## src/rtl/uart_pkg.sv

```systemverilog
// Shared UART definitions: timing constants, parity modes,
// frame FSM states and a parity helper for the tx/rx pair.
package uart_pkg;

  // 50 MHz / 115200 baud, rounded to the nearest cycle.
  localparam int CLKS_PER_BIT_50M_115200 = 434;

  localparam int PAR_NONE = 0;
  localparam int PAR_EVEN = 1;
  localparam int PAR_ODD  = 2;

  typedef enum logic [2:0] {
    S_IDLE,
    S_START,
    S_DATA,
    S_PARITY,
    S_STOP
  } uart_state_t;

  // Even parity is the XOR of all data bits;
  // odd parity is its inverse.
  function automatic logic parity_of(
    input logic [7:0] d,
    input int         mode
  );
    logic p;
    p = ^d;
    unique case (1'b1)
      (mode == PAR_ODD): return ~p;
      default:           return p;
    endcase
  endfunction

endpackage

```

## src/rtl/uart_baud_gen.sv

```systemverilog
// Bit-period counter for the UART pair.
// Ports: clk_50M, reset (sync, high), restart (hold count at 0),
//   bit_tick (last cycle of a bit), pre_tick (one cycle earlier).
module uart_baud_gen
  import uart_pkg::*;
#(
  parameter int CLKS_PER_BIT = CLKS_PER_BIT_50M_115200
) (
  input  logic clk_50M,
  input  logic reset,
  input  logic restart,
  output logic bit_tick,
  output logic pre_tick
);

  localparam int CW = $clog2(CLKS_PER_BIT);

  logic [CW-1:0] count;

  always_ff @(posedge clk_50M) begin
    if (reset || restart) begin
      count <= '0;
    end else if (bit_tick) begin
      count <= '0;
    end else begin
      count <= count + CW'(1);
    end
  end

  assign bit_tick = (count == CW'(CLKS_PER_BIT - 1));
  // Lets a registered consumer line up with the final bit cycle.
  assign pre_tick = (count == CW'(CLKS_PER_BIT - 2));

endmodule

```

## src/rtl/uart_tx.sv

```systemverilog
// UART transmitter: start, 8 data bits MSB first, optional parity, stop.
// Ports: clk_50M, reset (sync, high), tx_data/tx_valid/tx_ready byte
//   handshake into a one-entry holding register, tx serial line,
//   tx_busy (frame in progress), tx_done (last stop-bit cycle pulse).
module uart_tx
  import uart_pkg::*;
#(
  parameter int CLKS_PER_BIT = CLKS_PER_BIT_50M_115200,
  parameter int PARITY       = PAR_NONE
) (
  input  logic       clk_50M,
  input  logic       reset,
  input  logic [7:0] tx_data,
  input  logic       tx_valid,
  output logic       tx_ready,
  output logic       tx,
  output logic       tx_busy,
  output logic       tx_done
);

  localparam bit HAS_PAR = (PARITY != PAR_NONE);

  uart_state_t state, state_n;

  logic [7:0] shift, shift_n;
  logic [7:0] hold, hold_n;
  logic       hold_full, hold_full_n;
  logic [2:0] bit_cnt, bit_cnt_n;
  logic       par, par_n;
  logic       tx_n;
  logic       busy_n;
  logic       done_n;
  logic       accept;
  logic       load;
  logic       bit_tick;
  logic       pre_tick;

  // Counter is parked at 0 in IDLE so the first
  // bit after a load gets a full period.
  uart_baud_gen #(
    .CLKS_PER_BIT(CLKS_PER_BIT)
  ) u_baud (
    .clk_50M (clk_50M),
    .reset   (reset),
    .restart (state == S_IDLE),
    .bit_tick(bit_tick),
    .pre_tick(pre_tick)
  );

  always_ff @(posedge clk_50M) begin
    if (reset) begin
      state     <= S_IDLE;
      shift     <= '0;
      hold      <= '0;
      hold_full <= 1'b0;
      bit_cnt   <= '0;
      par       <= 1'b0;
      tx        <= 1'b1;
      tx_ready  <= 1'b0;
      tx_busy   <= 1'b0;
      tx_done   <= 1'b0;
    end else begin
      state     <= state_n;
      shift     <= shift_n;
      hold      <= hold_n;
      hold_full <= hold_full_n;
      bit_cnt   <= bit_cnt_n;
      par       <= par_n;
      tx        <= tx_n;
      tx_ready  <= !hold_full_n;
      tx_busy   <= busy_n;
      tx_done   <= done_n;
    end
  end

  always_comb begin
    state_n   = state;
    shift_n   = shift;
    hold_n    = hold;
    bit_cnt_n = bit_cnt;
    par_n     = par;
    tx_n      = tx;
    done_n    = 1'b0;
    load      = 1'b0;
    accept    = tx_valid && tx_ready;

    unique case (state)
      S_IDLE: begin
        tx_n = 1'b1;
        load = hold_full;
      end
      S_START: begin
        if (bit_tick) begin
          state_n   = S_DATA;
          tx_n      = shift[7];
          bit_cnt_n = '0;
        end
      end
      S_DATA: begin
        if (bit_tick) begin
          if (bit_cnt == 3'd7) begin
            state_n = HAS_PAR ? S_PARITY : S_STOP;
            tx_n    = HAS_PAR ? par : 1'b1;
          end else begin
            shift_n   = {shift[6:0], 1'b0};
            tx_n      = shift[6];
            bit_cnt_n = bit_cnt + 3'd1;
          end
        end
      end
      S_PARITY: begin
        if (bit_tick) begin
          state_n = S_STOP;
          tx_n    = 1'b1;
        end
      end
      S_STOP: begin
        done_n = pre_tick;
        if (bit_tick) begin
          if (hold_full) begin
            // Chain straight into the next start bit.
            load = 1'b1;
          end else begin
            state_n = S_IDLE;
            tx_n    = 1'b1;
          end
        end
      end
      default: begin
        state_n = S_IDLE;
        tx_n    = 1'b1;
      end
    endcase

    if (load) begin
      shift_n   = hold;
      par_n     = parity_of(hold, PARITY);
      bit_cnt_n = '0;
      state_n   = S_START;
      tx_n      = 1'b0;
    end

    // A same-edge accept refills the slot being emptied.
    if (accept) begin
      hold_n      = tx_data;
      hold_full_n = 1'b1;
    end else if (load) begin
      hold_full_n = 1'b0;
    end else begin
      hold_full_n = hold_full;
    end

    busy_n = (state_n != S_IDLE);
  end

endmodule

```

## config.mk

```make
export PLATFORM = sky130hd
export DESIGN_NAME = uart_tx
export DESIGN_NICKNAME = d
export VERILOG_FILES = /design/src/rtl/uart_pkg.sv /design/src/rtl/uart_baud_gen.sv /design/src/rtl/uart_tx.sv
export SDC_FILE = /design/constraint.sdc
export NUM_CORES = 1
export LEC_CHECK = 0
export BUFFER_PORTS_ARGS = -buffer_cell sky130_fd_sc_hd__buf_2
export CORE_ASPECT_RATIO = 1.75
export CORE_UTILIZATION = 45
export CTS_BUF_LIST = sky130_fd_sc_hd__clkbuf_16
export DETAILED_ROUTE_END_ITERATION = 10
export GPL_ROUTABILITY_DRIVEN = 0
export PLACE_DENSITY = 0.6
export SYNTH_ARGS = -nofsm -noshare
export SYNTH_HDL_FRONTEND = slang
export SYNTH_SLANG_ARGS = --single-unit
```

## constraint.sdc

```tcl
create_clock -name clk_50M -period 2.3 [get_ports clk_50M]
set_input_delay 0.46 -clock clk_50M [delete_from_list [all_inputs] [get_ports clk_50M]]
set_output_delay 0.46 -clock clk_50M [all_outputs]
set_load 0.02 [all_outputs]
```

======== Word-level counts from Yosys, hierarchy flattened ========
Index checks and enable logic that the tools add are counted.
cells by class
  bitwise logic cells ..................... 1
  eq/ne operators ......................... 16
  reduce and logical (&&, ||, !) cells .... 14
  multiplexer cells ....................... 29
  $add $sub $neg .......................... 2
operators with widths
  kind                   count
  $mux W8                4
  $mux W3                10
  $eq A9 B9 Y1 const B   2
  $ne A3 B3 Y1 const B   5
  $pmux W3 S5            1
  $mux W1                11
  $add A9 B1 Y9 const B  1
  $ne A2 B2 Y1 const B   4
  $eq A3 B2 Y1 const B   2
  $eq A3 B3 Y1 const B   2
  $pmux W3 S2            1
  $reduce_bool A2 Y1     3
  $reduce_or A2 Y1       3
  $reduce_and A5 Y1      1
  $pmux W1 S4            1
  $reduce_and A4 Y1      1
  $add A3 B1 Y3 const B  1
  $eq A3 B1 Y1 const B   1
  $logic_not A3 Y1       1
  $reduce_and A3 Y1      1
  $reduce_bool A3 Y1     1
  $pmux W1 S2            1
  $logic_and A1 B1 Y1    1
  $logic_not A1 Y1       1
  2 further kinds        2
word-level totals
  output and inout port bits .............. 4
  input bits .............................. 11
  bits in registers ....................... 36

======== Longest topological paths before layout ========
  word-level depth ........................ 6
  mapped depth ............................ 8
  mapped depth without buffers ............ 6

======== Cells and area by module ========
Synthesis repeated with hierarchy kept, for this count alone.
second synthesis, totals
  cell total of the unflattened synthesis .. 196
  area total of the unflattened synthesis .. 1779.2 µm²
modules (own cells, without submodules)
  module         cells each  times used  area each (µm²)  seq. area each (µm²)
  uart_tx        147         1           1347.5           540.5
  uart_baud_gen  49          1           431.7            180.2

======== Worst setup path before layout ========
Ideal clock, no wire load.
  path kind ............................... register -> register
  start point ............................. reg bit_cnt[0]
  end point ............................... reg shift[6]
  arrival ................................. 1.874 ns
  path slack .............................. 0.341 ns
  cell stages (with the launch flop) ...... 8
  setup time .............................. 0.086 ns
  clock period less this slack ............ 1.959 ns
  cells stage by stage .................... dfxtp_1 > ha_1 > ha_1 > or2_2 > or4_4 > buf_6 > mux2i_1 > a211oi_1
on the way
  cells in the longest elaborated chain, start to end .. 3
ends and longest elaborated chain
  what                         line            RTL
  start: declaration           uart_tx.sv:28   logic [2:0] bit_cnt, bit_cnt_n;
  start signal: assignment     uart_tx.sv:67   bit_cnt <= bit_cnt_n;
  $eq A3 B3 Y1                 uart_tx.sv:101  if (bit_cnt == 3'd7) begin
  $ne A2 B2 Y1 (no line)       --
  $reduce_and A3 Y1 (no line)  --
  end signal: assignment       uart_tx.sv:64   shift <= shift_n;
  end: declaration             uart_tx.sv:25   logic [7:0] shift, shift_n;
Every way passes these cells.
A chain may end at the register's enable or synchronous reset.

======== Final worst setup path ========
  start point ............................. reg bit_cnt[0]
  end point ............................... reg shift[2]
Same word-level chain as after synthesis.

==> metrics.yaml <==
run_status:
  status: "finished clean"
final_layout:
  diodes: 0
  fin_cells: 241
  fill_cells: 333
  area_delta_synth_final_pct: 12.9
  design_area_um2: 1910
  final_nets: 210
  drive_above_1_share: 0.174
route:
  drt_wl_total_um: 3400
  final_antenna_net_count: 0
  first_pass_iters: 4
  top_layer_used: "met4"
  vias: 1364
  route.detailed.drc: 0
  dr_wl_met2_um: 1810
  dr_wl_met3_um: 83
  initialDrtViolationCount: 26
  routedWlPerCell_um: 14.1
  avgViaCountPerCell: 5.66
  met1_length_um: 1450
critical_path:
  critical_path.top_delay_family: "simple AND/OR/NAND/NOR gates"
  cp_num_buf_inv: 0
  max_stage_delay_ps: 570
  setup.worst_path.class: "reg2reg"
  startpoint_type: "flip-flop"
  crit_required_ps: 2490
  cp_cell_sequence: "ha_1, ha_1, or2_2, or4_4, mux2i_1, a211oi_1"
  worst_setup_path_end_kind: "flip-flop"
  cpMaxStageDelayCell: "or4_4"
  cp_max_fo: 9
  cpMostUsedCell: "ha_1"
  r2r_cells: 6
  path_depth: 6
  cp.arrival_ps: 2250
synth:
  synth_area_um2: 1690
  synth_seq_cells: 36
  synthCells: 183
  ys_types: 43
  async_flop_share: 0
  yosysSeqAreaShare: 0.426
  yosys_warnings: 0
  ys.flop_type: "dfxtp_1"
  syn_nets: 199
  synth_edf_count: 0
  syn-mean-instance-area_um2: 9.24
cts:
  postCtsSetupBuffers: 0
  clkSinkCount: 36
  cts-resized-gates: 0
  clk_latency_ps: 280
  tritoncts: "built"
  holdBufCountCts: 0
  htreeDepth: 2
  clkTransAtPathRegs_ps: 60
  cts_buffer_depth: 2
  cts_made_buffers: 5
  cts-root-buf: "clkbuf_16"
global_route:
  antenna_found_initial: 0
  grt_pass1_wl_um: 5920
  grt_max_degree: 29
  track_usage: 0.190
  grt_overflow: 0
  grt_pass1_vias: 1310
placed_design:
  dp.cells: 233
  port_buffers: 14
  dpl-instance-area_um2: 1770
  dp_hpwl_um: 2440
sta:
  final_hold_viol_count: 0
  fin_skew_ps: 3.40
  slew_headroom: 0.655
  grt_setup_unrepaired: "false"
  setup_tns_ps: 0
  fmax_ghz: 0.485
  worst_pin_slew_ps: 517
  timing.final.setup_violations: 0
  slew_violations: 0
  post-route-period-util: 0.896
  post-route-min-period_ps: 2060
power_and_ir_drop:
  vdd_drop_max_uv: 655
  swShare: 0.232
  cellLeakagePower_nw: 0.761
  p_total_mw: 1.42
  combPwrFrac: 0.070
  clockPowerShare: 0.458
  power_density_nw_per_um2: 741
  p_seq_frac: 0.473
  switchingPower_mw: 0.328
  internal_power_mw: 1.09
floorplanning:
  rows: 29
  die-area_um2: 4020
  initial_core_util: 0.471
  ios: 15
  die_h_um: 83.1
  die_w_um: 48.3
  core_um2: 3590
hold_path:
  hold_class: "in2reg"
  whs_path_depth: 3
job:
  cap_violations: 0
## per-stage QoR
stage	util	setup slack, ps	hold slack, ps
finish	0.532	240	428
floorplan	-	341	432
global route	0.532	95.4	427
CTS	0.532	235	422
detailed placement	0.492	231	446
global placement	0.492	307	442
## final timing paths
| path | to | slack, ps | startpoint |
|---|---|---|---|
| setup / recovery | shift[2] | 240 | bit_cnt[0] |
| hold / removal | hold[0] | 430 | tx_data[0] |
| hold reg to reg | hold[5] | 450 | hold[5] |
| setup reg to reg | shift[2] | 240 | bit_cnt[0] |
## worst register-to-register path, cell delays in order (launching register included)
cell and delay, ps:
dfxtp_1 320, ha_1 200, ha_1 210, or2_2 270, or4_4 570, mux2i_1 160, a211oi_1 240
## flip-flops by register name, summed over array words and instances, names as in the netlist
name / cells
u_baud.count: 9
hold: 8
shift: 8
bit_cnt: 3
state: 3
hold_full: 1
tx: 1
tx_busy: 1
tx_done: 1
tx_ready: 1
## placed cells by master (no fill, tap or decap), drive strengths merged, types with 3 or more instances in the layout
cell type  netlist  routed
xor2             5       5
nor3             8       8
clkinv           0       3
ha               5       5
mux2i            7       7
buf              3      16
o211ai           3       3
dfxtp           36      36
o21ai            3       3
nor2            15      15
clkbuf           9       5
nand3           14      14
a211oi           9       9
xnor2            3       3
inv              4       4
nand2           12      12
a21oi           13      13
nand2b           3       3
nand4            3       3
## kinds of logic (layout without fill, tap and decap cells)
family,after synthesis,count (layout),synth area share
AO/OA/AOI/OAI,37,37,0.156
adder cells (fa/ha/maj),5,5,0.0370
buffers and inverters,16,28,0.0488
XOR/XNOR,8,8,0.0414
multiplexers,7,7,0.0414
AND/OR/NAND/NOR,74,74,0.249
flip-flops,36,36,0.426
## layout make-up
cell class	instances	area, um2	share of cell area
Clock buffer	5	125	0.0655
Clock inverter	3	18.8	0.00982
Inverter	4	15.0	0.00786
Multi-Input combinational cell	131	888	0.465
Sequential cell	36	721	0.377
Tap cell	46	57.6	0.0301
Timing Repair Buffer	16	85.1	0.0445
## metal layers
metal / up-vias / GRT usage
li1: 683 / -
met2: 12 / 0.329
met3: 5 / 0.0623
met5: - / 0
met1: 664 / 0.202
met4: 0 / 0.0963
## synth_stat cells (2+ instances only)
library cell  instances  area (um2)
inv_1                 4        15.0
o21a_1                2        15.0
clkbuf_1              9        33.8
buf_6                 3        33.8
nand4_1               3        18.8
ha_1                  5        62.6
mux2i_1               7        70.1
dfxtp_1              36         721
o211ai_1              3        22.5
nand2b_1              3        18.8
nor2_1               15        56.3
a21oi_1              12        60.1
xnor2_1               3        26.3
or2_2                 2        12.5
nor3_1                8        40.0
o21ai_0               3        15.0
and3_1                2        12.5
nand2_1              12        45.0
a211oi_1              9        67.6
nor3b_1               2        15.0
xor2_1                5        43.8
nand3_1              14        70.1
## power by group through the flow
stage               Combinational, mW  Clock, mW  Sequential [mW]
global placement               0.0956          0            0.681
finish                         0.0986      0.648            0.669
floorplan                      0.0737          0            0.679
global route                    0.110      0.698            0.672
detailed placement             0.0985          0            0.682
CTS                            0.0990      0.670            0.668
Note: power is estimated with default switching activity, not from simulation.
